### config.mk
export PLATFORM = sky130hd
export DESIGN_NAME = mem_wb_stage
export DESIGN_NICKNAME = d
export VERILOG_FILES = /design/src/rtl/mem_wb_stage.sv
export SDC_FILE = /design/constraint.sdc
export NUM_CORES = 1
export LEC_CHECK = 0
export BUFFER_PORTS_ARGS = -buffer_cell sky130_fd_sc_hd__buf_4
export CORE_UTILIZATION = 41
export CTS_CLUSTER_DIAMETER = 40
export DETAILED_ROUTE_END_ITERATION = 8
export GPL_ROUTABILITY_DRIVEN = 0
export HOLD_SLACK_MARGIN = 0.15
export MAX_ROUTING_LAYER = met4
export PLACE_DENSITY = 0.83
export SYNTH_ARGS = -nofsm -noshare
export SYNTH_HDL_FRONTEND = slang
export SYNTH_SLANG_ARGS = --single-unit
### constraint.sdc
create_clock -name clk -period 2.1 [get_ports clk]
set_input_delay 0.42 -clock clk [delete_from_list [all_inputs] [get_ports clk]]
set_output_delay 0.42 -clock clk [all_outputs]
set_load 0.01 [all_outputs]
### src/rtl/mem_wb_stage.sv
// ---------------------------------------------------------------------------
// mem_wb_stage
// MEM/WB pipeline stage of the 5-stage RV32I core. Latches the EX/MEM result
// and the raw data-memory word, extracts and sign/zero-extends load data,
// and drives the register-file write port. Misaligned loads are either
// trapped (write suppressed, loadMisalign pulsed) or silently realigned,
// selected by MISALIGN_TRAP. A wrapping counter tracks retired instructions.
//
// Ports:
//   clk, rst            clock, synchronous active-high reset
//   stall, flush        hold stage / insert bubble (rst > flush > stall)
//   exValid .. exAluResult  EX/MEM slot contents
//   memReadData         aligned data word for exAluResult[31:2]
//   WriteAddr/WriteData/RegWrite  register-file write port (registered)
//   wbValid             stage holds a retiring instruction
//   loadMisalign        one-cycle misaligned-load flag (held under stall)
//   instRetired         retired-instruction count, wraps modulo 2^CNT_WIDTH
// ---------------------------------------------------------------------------
module mem_wb_stage #(
    parameter int CNT_WIDTH     = 32,
    parameter bit MISALIGN_TRAP = 1'b1
) (
    input  logic                 clk,
    input  logic                 rst,
    input  logic                 stall,
    input  logic                 flush,
    input  logic                 exValid,
    input  logic                 exRegWrite,
    input  logic                 exMemToReg,
    input  logic [4:0]           exRdAddr,
    input  logic [2:0]           exFunct3,
    input  logic [31:0]          exAluResult,
    input  logic [31:0]          memReadData,
    output logic [4:0]           WriteAddr,
    output logic [31:0]          WriteData,
    output logic                 RegWrite,
    output logic                 wbValid,
    output logic                 loadMisalign,
    output logic [CNT_WIDTH-1:0] instRetired
);

    logic [1:0]           off_s;
    logic [1:0]           sel_off_s;
    logic                 is_load_s;
    logic                 mis_s;
    logic [7:0]           byte_s;
    logic [15:0]          half_s;
    logic [31:0]          load_data_s;
    logic [31:0]          wr_data_s;
    logic                 reg_write_s;
    logic                 valid_s;

    logic [4:0]           write_addr_r;
    logic [31:0]          write_data_r;
    logic                 reg_write_r;
    logic                 wb_valid_r;
    logic                 load_misalign_r;
    logic [CNT_WIDTH-1:0] inst_retired_r;

    // Misalignment detection and the byte offset actually used for extraction.
    // Only funct3[1:0] decides the access size here, so 011/111 (treated as
    // LW for data) are never flagged, while 110 is checked like a word.
    always_comb begin
        off_s     = exAluResult[1:0];
        is_load_s = exMemToReg & exValid;
        mis_s     = 1'b0;
        sel_off_s = off_s;
        case (exFunct3[1:0])
            2'b01: begin
                if (MISALIGN_TRAP) begin
                    mis_s     = is_load_s & off_s[0];
                    sel_off_s = off_s;
                end else begin
                    mis_s     = 1'b0;
                    sel_off_s = {off_s[1], 1'b0};
                end
            end
            2'b10: begin
                if (MISALIGN_TRAP) begin
                    mis_s     = is_load_s & (off_s != 2'b00);
                    sel_off_s = off_s;
                end else begin
                    mis_s     = 1'b0;
                    sel_off_s = 2'b00;
                end
            end
            default: begin
                mis_s     = 1'b0;
                sel_off_s = off_s;
            end
        endcase
    end

    // Load data extraction, extension and writeback selection.
    always_comb begin
        case (sel_off_s)
            2'b00:   byte_s = memReadData[7:0];
            2'b01:   byte_s = memReadData[15:8];
            2'b10:   byte_s = memReadData[23:16];
            2'b11:   byte_s = memReadData[31:24];
            default: byte_s = 8'h00;
        endcase
        if (sel_off_s[1]) begin
            half_s = memReadData[31:16];
        end else begin
            half_s = memReadData[15:0];
        end
        case (exFunct3)
            3'b000:  load_data_s = {{24{byte_s[7]}}, byte_s};
            3'b001:  load_data_s = {{16{half_s[15]}}, half_s};
            3'b100:  load_data_s = {24'h000000, byte_s};
            3'b101:  load_data_s = {16'h0000, half_s};
            default: load_data_s = memReadData;
        endcase
        if (exMemToReg) begin
            wr_data_s = load_data_s;
        end else begin
            wr_data_s = exAluResult;
        end
        reg_write_s = exValid & exRegWrite & (exRdAddr != 5'd0) & ~mis_s;
        valid_s     = exValid & ~mis_s;
    end

    // Stage registers: reset, flush bubble, stall hold, or capture.
    always_ff @(posedge clk) begin
        if (rst) begin
            write_addr_r    <= 5'd0;
            write_data_r    <= 32'h0000_0000;
            reg_write_r     <= 1'b0;
            wb_valid_r      <= 1'b0;
            load_misalign_r <= 1'b0;
            inst_retired_r  <= {CNT_WIDTH{1'b0}};
        end else if (flush) begin
            write_addr_r    <= 5'd0;
            write_data_r    <= 32'h0000_0000;
            reg_write_r     <= 1'b0;
            wb_valid_r      <= 1'b0;
            load_misalign_r <= 1'b0;
            inst_retired_r  <= inst_retired_r;
        end else if (stall) begin
            write_addr_r    <= write_addr_r;
            write_data_r    <= write_data_r;
            reg_write_r     <= reg_write_r;
            wb_valid_r      <= wb_valid_r;
            load_misalign_r <= load_misalign_r;
            inst_retired_r  <= inst_retired_r;
        end else begin
            write_addr_r    <= exRdAddr;
            write_data_r    <= wr_data_s;
            reg_write_r     <= reg_write_s;
            wb_valid_r      <= valid_s;
            load_misalign_r <= mis_s;
            if (valid_s) begin
                inst_retired_r <= inst_retired_r + {{(CNT_WIDTH-1){1'b0}}, 1'b1};
            end else begin
                inst_retired_r <= inst_retired_r;
            end
        end
    end

    assign WriteAddr    = write_addr_r;
    assign WriteData    = write_data_r;
    assign RegWrite     = reg_write_r;
    assign wbValid      = wb_valid_r;
    assign loadMisalign = load_misalign_r;
    assign instRetired  = inst_retired_r;

endmodule

==> impl_metrics.env <==
export IMPL_seq_area_sq_mm=0.00145
export IMPL_min_path_cells=2
export IMPL_slew_headroom_pct=51.0
export IMPL_drive_above_1_share_pct=38.3
export IMPL_drt_met1_wl_mm=5.25
export IMPL_worstSkewPairLatency_ps=360
export IMPL_met2WireLength_mm=6.19
export IMPL_syn_inst=486
export IMPL_remaining_drc_errors=0
export IMPL_placed_cell_area_sq_mm=0.00534
export IMPL_synth_top_area_cell="dfxtp_1"
export IMPL_fin_ws_ps=35.3
export IMPL_top_layer_used="met4"
export IMPL_synth_area_sq_mm=0.00383
export IMPL_syn_mean_instance_area_sq_um=7.88
export IMPL_nNetsFinal=744
export IMPL_die_area_sq_mm=0.00973
export IMPL_wirelength_mm=12.7
export IMPL_cts_root_buffer="clkbuf_8"
export IMPL_setup_viol=0
export IMPL_final_area_sq_mm=0.00563
export IMPL_cts_inserted_buffers=9
export IMPL_ys_seq_area_share_pct=37.7
export IMPL_crit_path_max_fanout=8
export IMPL_ys_types=49
export IMPL_post_route_period_util_pct=98.3
export IMPL_synth_flop_cell="dfxtp_1"
export IMPL_wire_per_inst_microns=16.4
export IMPL_crit_chain="and4_4 -> nand4_4 -> or4_4 -> buf_4 -> or3_1 -> a21oi_1"
export IMPL_hold_violations=0
export IMPL_clk_pin_slew_ps=80
export IMPL_overflow=0
export IMPL_place_ws_ps=-207
export IMPL_wl_met3_microns=848
export IMPL_endpoint_kind="flop"
export IMPL_crit_type="flop to flop"
export IMPL_antenna_found_initial=0
export IMPL_period_minus_slack_ps=2060
export IMPL_drt_iter0_drc=198
export IMPL_maxSlewViolCount=0
export IMPL_yosys_warnings=0
export IMPL_grt_pass1_vias=4117
export IMPL_synth_fp_nets=569
export IMPL_crit_arrival_ps=2350
export IMPL_most_common_layout_cells="buf_4, a21oi_1, dfxtp_1"
export IMPL_grt_usage_pct=26.0
export IMPL_areaGrowthSynthToFinish_pct=47.0
export IMPL_cap_violations=0
export IMPL_fillers=757
export IMPL_slowest_stage="or4_4"
export IMPL_power_density_mw_per_mm2=572
export IMPL_port_buffers=150
export IMPL_ir_worst_vdd_uv=327
export IMPL_hpwlAfterDp_mm=9.30
export IMPL_slowest_delay_ps=600
export IMPL_startpoint_type="flop"
export IMPL_synthArstFlopShare_pct=0
export IMPL_cp_top_family="simple AND/OR/NAND/NOR gates"
export IMPL_io_pins=151
export IMPL_vias_per_cell=5.78
export IMPL_die_h_microns=98.6
export IMPL_holdBufCountCts=0
export IMPL_ant_nets=0
export IMPL_htreeDepth=3
export IMPL_diodes=0
export IMPL_initial_core_util_pct=43.0
export IMPL_rows=34
export IMPL_critical_path_buf_inv_count=1
export IMPL_grt_pass1_wl_mm=19.4
export IMPL_cts_sinks=72
export IMPL_status="finished clean"
export IMPL_core_sq_mm=0.00889
export IMPL_die_w_microns=98.6
export IMPL_ys_ff_latch=72
export IMPL_dr_pass1_iters=5
export IMPL_synth_edf_count=0
export IMPL_clock_skew_ps=8.62
export IMPL_synth_top_area_share_pct=37.7
export IMPL_max_freq_ghz=0.484
export IMPL_vias=4473
export IMPL_cellLeakagePower_nw=2.37
export IMPL_r2r_worst_path_cells=6
export IMPL_grt_max_degree=39
export IMPL_cts_tree="built"
export IMPL_tightestPinTransition_ps=733
export IMPL_hold_path_class="input pin to flop"
export IMPL_multi_input_area_sq_mm=0.00225
export IMPL_clk_path_buf_depth=2
export IMPL_cp_depth=6
export IMPL_layout_commonest_cell="buf_4"
export IMPL_ys_top_cells_by_area="dfxtp_1, a21oi_1, nor2_1, nand2_1, o21ai_0"
export IMPL_required_ps=2380
## what timing repair did
action	CTS	global route
gates resized for setup	0	14
setup buffers	0	3
setup endpoints to repair	0	6
## cells by family (layout without fill, tap and decap cells)
| kind of cell | after synthesis | count (layout) | share of synthesized area, % |
|---|---|---|---|
| buffers and inverters | 50 | 229 | 5.23 |
| adders and majority gates | 4 | 4 | 1.31 |
| AOI/OAI and AO/OA | 154 | 154 | 25.2 |
| and+or+nand+nor | 175 | 176 | 22.8 |
| DFF | 72 | 72 | 37.7 |
| muxes | 17 | 17 | 4.67 |
| xor gates and xnor gates | 14 | 14 | 3.20 |
## cell usage after synthesis, types with 5 or more instances
cell type  instances
xnor2_1           12
mux2i_1           10
o221ai_1           7
nor3_1             6
o21ai_0           31
o31ai_1            5
nor2b_1            8
o211ai_1           6
nor4_1             6
o41ai_1           16
nor3b_1            7
nand2_1           45
dfxtp_1           72
or3_1             13
mux2_2             7
or4_1              6
a21oi_1           70
nand3_1           12
o221a_2            5
inv_1             15
clkbuf_1          31
nor2_1            56
## where the power goes
| part | internal, mW | switching [mW] | total, mW |
|---|---|---|---|
| logic | 0.271 | 0.287 | 0.558 |
| registers | 1.40 | 0.0179 | 1.41 |
| clock network | 0.675 | 0.572 | 1.25 |
## area by class of cell
cell class	count	area share, %
Clock buffer	10	2.27
Clock inverter	6	1.65
Inverter	15	1.00
Multi-Input combinational cell	365	40.0
Sequential cell	72	25.8
Tap cell	108	2.40
Timing Repair Buffer	198	26.9
## sequential cells by signal, indices dropped and copies added (netlist names)
| register | count |
|---|---|
| instRetired | 32 |
| wbValid | 1 |
| WriteData | 32 |
| loadMisalign | 1 |
| WriteAddr | 5 |
| RegWrite | 1 |
## metal layers
layer,vias to the layer above,GRT usage [%]
li1,2120,-
met1,2134,30.8
met2,189,41.7
met3,30,5.96
met4,0,12.4
met5,-,-
## path summary, 6_finish.rpt
check / startpoint / to / slack, ps
max: instRetired[11]$_SDFFE_PP0P_ / instRetired[20]$_SDFFE_PP0P_ / 40
min: rst / instRetired[2]$_SDFFE_PP0P_ / 240
max reg2reg: instRetired[11]$_SDFFE_PP0P_ / instRetired[20]$_SDFFE_PP0P_ / 40
min reg2reg: WriteData[21]$_SDFFE_PP0N_ / WriteData[21]$_SDFFE_PP0N_ / 460
## metrics by stage
step / hold slack (ps) / power [mW] / utilization (%) / TNS [ps] / std cells
4_1_cts: 223 / 3.23 / 62.6 / 0 / 770
6_report: 235 / 3.22 / 63.3 / 0 / 774
3_5_place_dp: 449 / 1.99 / 60.1 / -1800 / 754
3_3_place_gp: 431 / 1.98 / 60.1 / -887 / 754
2_1_floorplan: 476 / 1.70 / - / 0 / 486
5_1_grt: 238 / 3.34 / 63.3 / -66.3 / 774
Power figures use the tool's default switching activity.
